<file path="src/rtl/topaz_pkg.sv">
// Shared types for the RV32E hazard controller.
// Scoreboard entry layout, forward codes and stage slots.
package topaz_pkg;
   localparam int REG_W      = 4;
   localparam int NUM_STAGES = 4;
   localparam int ST_EX      = 0;
   localparam int ST_MEMPREP = 1;
   localparam int ST_MEMEX   = 2;
   localparam int ST_WB      = 3;

   typedef enum logic [2:0] {
      FWD_RF      = 3'd0,
      FWD_EX      = 3'd1,
      FWD_MEMPREP = 3'd2,
      FWD_MEMEX   = 3'd3,
      FWD_WB      = 3'd4
   } fwd_sel_t;

   typedef struct packed {
      logic             valid;
      logic [REG_W-1:0] rd;
      logic             we;
      logic             is_load;
   } sb_entry_t;
endpackage

</file>
<file path="src/rtl/pipeline_hazard_controller_if.sv">
// ID-stage decode info in, stall/flush/forward controls out.
// slave = controller side, master = pipeline side.
interface pipeline_hazard_controller_if #(
   parameter int STALL_CNT_W = 16
);
   logic                   id_valid;
   logic [3:0]             rs1_ID;
   logic [3:0]             rs2_ID;
   logic                   rs1_used_ID;
   logic                   rs2_used_ID;
   logic [3:0]             rd_ID;
   logic                   regfile_we_ID;
   logic                   is_load_ID;
   logic                   branch_taken_EX;
   logic                   stall;
   logic                   invalid_IF;
   logic                   invalid_ID;
   logic [2:0]             fwd_sel_rs1;
   logic [2:0]             fwd_sel_rs2;
   logic [STALL_CNT_W-1:0] stall_cycles;

   modport slave (
      input  id_valid, rs1_ID, rs2_ID,
      input  rs1_used_ID, rs2_used_ID,
      input  rd_ID, regfile_we_ID, is_load_ID,
      input  branch_taken_EX,
      output stall, invalid_IF, invalid_ID,
      output fwd_sel_rs1, fwd_sel_rs2,
      output stall_cycles
   );

   modport master (
      output id_valid, rs1_ID, rs2_ID,
      output rs1_used_ID, rs2_used_ID,
      output rd_ID, regfile_we_ID, is_load_ID,
      output branch_taken_EX,
      input  stall, invalid_IF, invalid_ID,
      input  fwd_sel_rs1, fwd_sel_rs2,
      input  stall_cycles
   );
endinterface

</file>
<file path="src/rtl/hazard_src_resolver.sv">
// Per-source bypass resolver: youngest in-flight writer wins;
// an unready youngest writer blocks any older bypass.
module hazard_src_resolver
   import topaz_pkg::*;
(
   input  logic             id_valid,
   input  logic [REG_W-1:0] rs,
   input  logic             used,
   input  sb_entry_t        sb [NUM_STAGES],
   output fwd_sel_t         sel,
   output logic             not_ready
);
   logic [NUM_STAGES-1:0] hit;

   always_comb begin
      for (int k = 0; k < NUM_STAGES; k++) begin
         hit[k] = sb[k].valid & sb[k].we &
                  (sb[k].rd == rs) & (rs != '0) &
                  used & id_valid;
      end
   end

   // Loads only become bypassable once they reach WB.
   always_comb begin
      sel       = FWD_RF;
      not_ready = 1'b0;
      priority case (1'b1)
         hit[ST_EX]: begin
            if (sb[ST_EX].is_load) not_ready = 1'b1;
            else                   sel = FWD_EX;
         end
         hit[ST_MEMPREP]: begin
            if (sb[ST_MEMPREP].is_load) not_ready = 1'b1;
            else                        sel = FWD_MEMPREP;
         end
         hit[ST_MEMEX]: begin
            if (sb[ST_MEMEX].is_load) not_ready = 1'b1;
            else                      sel = FWD_MEMEX;
         end
         hit[ST_WB]: sel = FWD_WB;
         default: ;
      endcase
   end
endmodule

</file>
<file path="src/rtl/pipeline_hazard_controller.sv">
// Hazard controller: writer scoreboard, stall/flush priority
// and a saturating stall-cycle counter.
module pipeline_hazard_controller
   import topaz_pkg::*;
#(
   parameter int NUM_REGS    = 16,
   parameter int STALL_CNT_W = 16
) (
   input logic clk,
   input logic rst,
   pipeline_hazard_controller_if.slave hz
);
   localparam int RW = $clog2(NUM_REGS);

   if (RW != REG_W) begin : g_bad_regs
      $error("NUM_REGS does not match REG_W");
   end

   sb_entry_t              sb [NUM_STAGES];
   sb_entry_t              id_entry;
   fwd_sel_t               sel1;
   fwd_sel_t               sel2;
   logic                   nr1;
   logic                   nr2;
   logic                   flush;
   logic                   stall;
   logic [STALL_CNT_W-1:0] cnt;

   hazard_src_resolver u_rs1 (
      .id_valid  (hz.id_valid),
      .rs        (hz.rs1_ID),
      .used      (hz.rs1_used_ID),
      .sb        (sb),
      .sel       (sel1),
      .not_ready (nr1)
   );

   hazard_src_resolver u_rs2 (
      .id_valid  (hz.id_valid),
      .rs        (hz.rs2_ID),
      .used      (hz.rs2_used_ID),
      .sb        (sb),
      .sel       (sel2),
      .not_ready (nr2)
   );

   // A taken branch discards the ID instruction, so it cannot stall.
   assign flush = hz.branch_taken_EX;
   assign stall = (nr1 | nr2) & ~flush;

   always_comb begin
      id_entry         = '0;
      id_entry.valid   = hz.id_valid;
      id_entry.rd      = hz.rd_ID;
      id_entry.we      = hz.regfile_we_ID;
      id_entry.is_load = hz.is_load_ID;
      if (stall | flush) id_entry = '0;
   end

   always_ff @(posedge clk or posedge rst) begin
      if (rst) begin
         for (int k = 0; k < NUM_STAGES; k++) begin
            sb[k] <= '0;
         end
         cnt <= '0;
      end else begin
         sb[ST_WB]      <= sb[ST_MEMEX];
         sb[ST_MEMEX]   <= sb[ST_MEMPREP];
         sb[ST_MEMPREP] <= sb[ST_EX];
         sb[ST_EX]      <= id_entry;
         if (stall && !(&cnt)) cnt <= cnt + 1'b1;
      end
   end

   assign hz.stall        = stall;
   assign hz.invalid_IF   = flush;
   assign hz.invalid_ID   = flush;
   assign hz.fwd_sel_rs1  = sel1;
   assign hz.fwd_sel_rs2  = sel2;
   assign hz.stall_cycles = cnt;
endmodule

</file>
<file path="src/flat_wrapper.sv">
// flat-port wrapper written by rule: the top's interface ports become plain ports
module pipeline_hazard_controller_flat import topaz_pkg::*;
#(
   parameter int NUM_REGS    = 16,
   parameter int STALL_CNT_W = 16
)
  (clk, rst, hz_id_valid, hz_rs1_ID, hz_rs2_ID, hz_rs1_used_ID, hz_rs2_used_ID, hz_rd_ID, hz_regfile_we_ID, hz_is_load_ID, hz_branch_taken_EX, hz_stall, hz_invalid_IF, hz_invalid_ID, hz_fwd_sel_rs1, hz_fwd_sel_rs2, hz_stall_cycles);
  pipeline_hazard_controller_if #(.STALL_CNT_W(STALL_CNT_W)) hz_i ();
  input logic clk;
  input logic rst;
  input wire logic [$bits(hz_i.id_valid)-1:0] hz_id_valid;
  input wire logic [$bits(hz_i.rs1_ID)-1:0] hz_rs1_ID;
  input wire logic [$bits(hz_i.rs2_ID)-1:0] hz_rs2_ID;
  input wire logic [$bits(hz_i.rs1_used_ID)-1:0] hz_rs1_used_ID;
  input wire logic [$bits(hz_i.rs2_used_ID)-1:0] hz_rs2_used_ID;
  input wire logic [$bits(hz_i.rd_ID)-1:0] hz_rd_ID;
  input wire logic [$bits(hz_i.regfile_we_ID)-1:0] hz_regfile_we_ID;
  input wire logic [$bits(hz_i.is_load_ID)-1:0] hz_is_load_ID;
  input wire logic [$bits(hz_i.branch_taken_EX)-1:0] hz_branch_taken_EX;
  output wire logic [$bits(hz_i.stall)-1:0] hz_stall;
  output wire logic [$bits(hz_i.invalid_IF)-1:0] hz_invalid_IF;
  output wire logic [$bits(hz_i.invalid_ID)-1:0] hz_invalid_ID;
  output wire logic [$bits(hz_i.fwd_sel_rs1)-1:0] hz_fwd_sel_rs1;
  output wire logic [$bits(hz_i.fwd_sel_rs2)-1:0] hz_fwd_sel_rs2;
  output wire logic [$bits(hz_i.stall_cycles)-1:0] hz_stall_cycles;
  assign hz_i.id_valid = hz_id_valid;
  assign hz_i.rs1_ID = hz_rs1_ID;
  assign hz_i.rs2_ID = hz_rs2_ID;
  assign hz_i.rs1_used_ID = hz_rs1_used_ID;
  assign hz_i.rs2_used_ID = hz_rs2_used_ID;
  assign hz_i.rd_ID = hz_rd_ID;
  assign hz_i.regfile_we_ID = hz_regfile_we_ID;
  assign hz_i.is_load_ID = hz_is_load_ID;
  assign hz_i.branch_taken_EX = hz_branch_taken_EX;
  assign hz_stall = hz_i.stall;
  assign hz_invalid_IF = hz_i.invalid_IF;
  assign hz_invalid_ID = hz_i.invalid_ID;
  assign hz_fwd_sel_rs1 = hz_i.fwd_sel_rs1;
  assign hz_fwd_sel_rs2 = hz_i.fwd_sel_rs2;
  assign hz_stall_cycles = hz_i.stall_cycles;
  pipeline_hazard_controller #(.NUM_REGS(NUM_REGS), .STALL_CNT_W(STALL_CNT_W)) u_core (.clk(clk), .rst(rst), .hz(hz_i));
endmodule
</file>
<file path="config.mk">
export PLATFORM = sky130hd
export DESIGN_NAME = pipeline_hazard_controller_flat
export DESIGN_NICKNAME = d
export VERILOG_FILES = /design/src/rtl/topaz_pkg.sv /design/src/rtl/pipeline_hazard_controller_if.sv /design/src/rtl/hazard_src_resolver.sv /design/src/rtl/pipeline_hazard_controller.sv /design/src/flat_wrapper.sv
export SDC_FILE = /design/constraint.sdc
export NUM_CORES = 1
export LEC_CHECK = 0
export ABC_CLOCK_PERIOD_IN_PS = 2600
export BUFFER_PORTS_ARGS = -buffer_cell sky130_fd_sc_hd__clkbuf_2
export CORE_UTILIZATION = 27
export CTS_CLUSTER_DIAMETER = 40
export DETAILED_ROUTE_END_ITERATION = 8
export PLACE_DENSITY = 0.47
export SLEW_MARGIN = 20
export SYNTH_ARGS = -nofsm -noshare
export SYNTH_HDL_FRONTEND = slang
export SYNTH_SLANG_ARGS = --single-unit
export TNS_END_PERCENT = 30
</file>
<file path="constraint.sdc">
create_clock -name clk -period 2.6 [get_ports clk]
set_input_delay 0.26 -clock clk [delete_from_list [all_inputs] [get_ports clk]]
set_output_delay 0.26 -clock clk [all_outputs]
set_load 0.005 [all_outputs]
</file>
==> results_dict.tcl <==
set metrics [dict create \
    status "completed" \
    placed_area_um2 2540 \
    clockRootBuffer "clkbuf_8" \
    synth_seq_cells 43 \
    htree_levels 2 \
    cp-end-kind "output pin" \
    ant_nets 0 \
    antenna_found_initial 0 \
    yosys_most_used_dff "dfrtp_1" \
    num_io_pins 45 \
    fin_crit_ns 2.47 \
    post-synth-top-count-cell "dfrtp_1" \
    seq_area_frac_synth_pct 47.8 \
    hold_class "in2async" \
    synthTopCellsByArea "dfrtp_1 48%, xor2_1 12%, xnor2_1 5.8%, and2_1 3.1%, nand3_1 2.7%" \
    viasPerCell 4.36 \
    die_w_um 93.3 \
    clk_pin_slew_worst_paths_ns 0.09 \
    finalInstanceArea_um2 2690 \
    core_area_um2 7890 \
    final_util_pct 34.1 \
    setup_violations 0 \
    synthesis.nets 229 \
    yosysWarnings 0 \
    diodes 0 \
    final-hold-violation-count 0 \
    synth_top_area_share_pct 47.8 \
    path_class "reg2out" \
    crit_arrival_ns 2.21 \
    slew_headroom_pct 57.5 \
    finClkSkew_ns 0.00801 \
    max-cap-violations 0 \
    p_per_area_nw_per_um2 520 \
    hpwlAfterDp_um 3910 \
    drv_slew 0 \
    synth.largest_area_cell "dfrtp_1" \
    total_power_uw 1400 \
    numCtsBuffers 5 \
    tns_ns 0 \
    worst_slew_pin_slew_ns 0.638 \
    finalCritPeriodShare_pct 95.0 \
    drt-initial-drc-count 99 \
    wire_per_inst_um 14.3 \
    path_max_fanout 3 \
    worstSetupStartpointType "flop" \
    netlist_instances 208 \
    final_layout_size_suffix_gt1_share_pct 28.5 \
    synth_edf_count 0 \
    rows 32 \
    grtUsageTotal_pct 12.6 \
    ys_top_cells_by_count "43 x dfrtp_1, 32 x xor2_1, 15 x xnor2_1" \
    clkLatencyLatePin_ns 0.30 \
    start_util_pct 28.6 \
    leakagePower_uw 0.00129 \
    syn_area_per_cell_um2 10.8 \
    gp_congestion 0.791 \
    synth_cell_type_count 35 \
    place_inst 344 \
    cts_tree "yes" \
    fmax_ghz 0.405 \
    peakVddDrop_uv 153 \
    grt_max_degree 44 \
    cts.sinks 43 \
    dieArea_um2 8710 \
    routed_wl_um 5080 \
    portBuffers 44 \
    required_ns 2.34 \
    area_delta_synth_final_pct 19.4 \
    cts_buffer_depth 2 \
    die_h_um 93.3 \
    stdcell_count 355 \
    ctsHoldBuffers 0 \
    dr.pass1.iters 6 \
    drc 0 \
    async_flop_share_pct 100 \
    synth_area_um2 2250 \
    grt_first_pass_wirelength_um 8290 \
    grt_overflow 0 \
    ff2ff_path_depth 6 \
    grt_pass1_vias 1559 \
    rsz0062_at_grt "false" \
    final_nets 273 \
    via_count 1548 \
]
## worst paths after layout
check	start	end	slack [ns]
setup / recovery	u_core.sb[10]$_DFF_PP0_	hz_stall	0.13
hold / removal	rst	u_core.sb[19]$_DFF_PP0_	0.08
setup reg to reg	u_core.hz.stall_cycles[5]$_DFFE_PP0P_	u_core.hz.stall_cycles[1]$_DFFE_PP0P_	0.23
hold reg to reg	u_core.sb[22]$_DFF_PP0_	u_core.sb[15]$_DFF_PP0_	0.38
max in group asynchronous	rst	u_core.sb[8]$_DFF_PP0_	2.15
min in group clk	hz_rd_ID[1]	u_core.sb[24]$_DFF_PP0_	0.17
## cell families (layout without fill, tap and decap cells)
family	count (synthesis)	count (layout)	synth area share (%)
AOI/OAI and AO/OA	8	8	4.00
muxes	3	3	1.39
adders and majority gates	1	1	0.555
xor gates and xnor gates	47	47	18.3
DFF	43	43	47.8
and+or+nand+nor	91	91	24.0
buffers and inverters	15	60	4.00
## critical path, cell delays in order (launching register included)
cell and delay (ns):
dfrtp_1 0.40, xor2_1 0.17, nor4_2 0.31, nand2_1 0.17
o311ai_4 0.35, a22o_1 0.23, nor2b_2 0.17, clkbuf_2 0.12
## layout by cell type (no fill, tap or decap), drive strengths merged
| cell | n |
|---|---|
| clkbuf | 50 |
| dfrtp | 43 |
| xor2 | 32 |
| xnor2 | 15 |
| nand2 | 14 |
| nor2 | 14 |
| nand3 | 12 |
| and2 | 11 |
| nor3 | 10 |
| nor4 | 9 |
| nand4 | 8 |
| buf | 5 |
| and3 | 3 |
| o21ai | 3 |
| inv | 3 |
| or3 | 3 |
| mux2i | 2 |
| nor2b | 2 |
| o211ai | 1 |
| a21oi | 1 |
| o311ai | 1 |
| a32oi | 1 |
| or2 | 1 |
| a22o | 1 |
| mux2 | 1 |
| nand2b | 1 |
| nor3b | 1 |
| nor4b | 1 |
| nand4b | 1 |
| ha | 1 |
| bufinv | 1 |
| clkinv | 1 |
## flip-flops by register name (all words and copies together), names as in the netlist
| register | cells |
|---|---|
| u_core.sb | 27 |
| u_core.hz.stall_cycles | 16 |
## area by class of cell
type                            instances  area [um2]
Clock buffer                            6        82.6
Clock inverter                          2        35.0
Fill cell                             794        5200
Inverter                                3        11.3
Multi-Input combinational cell        150        1100
Sequential cell                        43        1080
Tap cell                              102         128
Timing Repair Buffer                   49         258
## stage by stage
step | hold slack (ns) | setup slack (ns)
6_report | 0.0799 | 0.131
3_5_place_dp | 0.365 | 0.211
3_3_place_gp | 0.361 | 0.181
4_1_cts | 0.102 | 0.0470
5_1_grt | 0.161 | 0.00922
2_1_floorplan | 0.354 | 0.422
## power breakdown
group	internal [uW]	switching, uW	total [uW]
Sequential	695	28.4	724
Clock	311	233	544
Combinational	56.4	75.7	132
## metal layers
| metal | global-route usage (%) | share of wire [%] | up-vias | routed length (um) |
|---|---|---|---|---|
| met1 | 18.3 | 51 | 728 | 2610 |
| met3 | 2.93 | 3.6 | 4 | 184 |
| met5 | 0 | 0 | - | 0 |
| li1 | - | - | 790 | - |
| met4 | 3.85 | 1.0 | 0 | 52 |
| met2 | 18.4 | 44 | 26 | 2230 |
## repair_timing
item	4_1_cts	5_1_grt
buffers inserted	0	3
setup endpoints to repair	1	2
resized for setup	1	2
pin swaps	0	3
No activity file was read; power rests on OpenSTA's default activity.
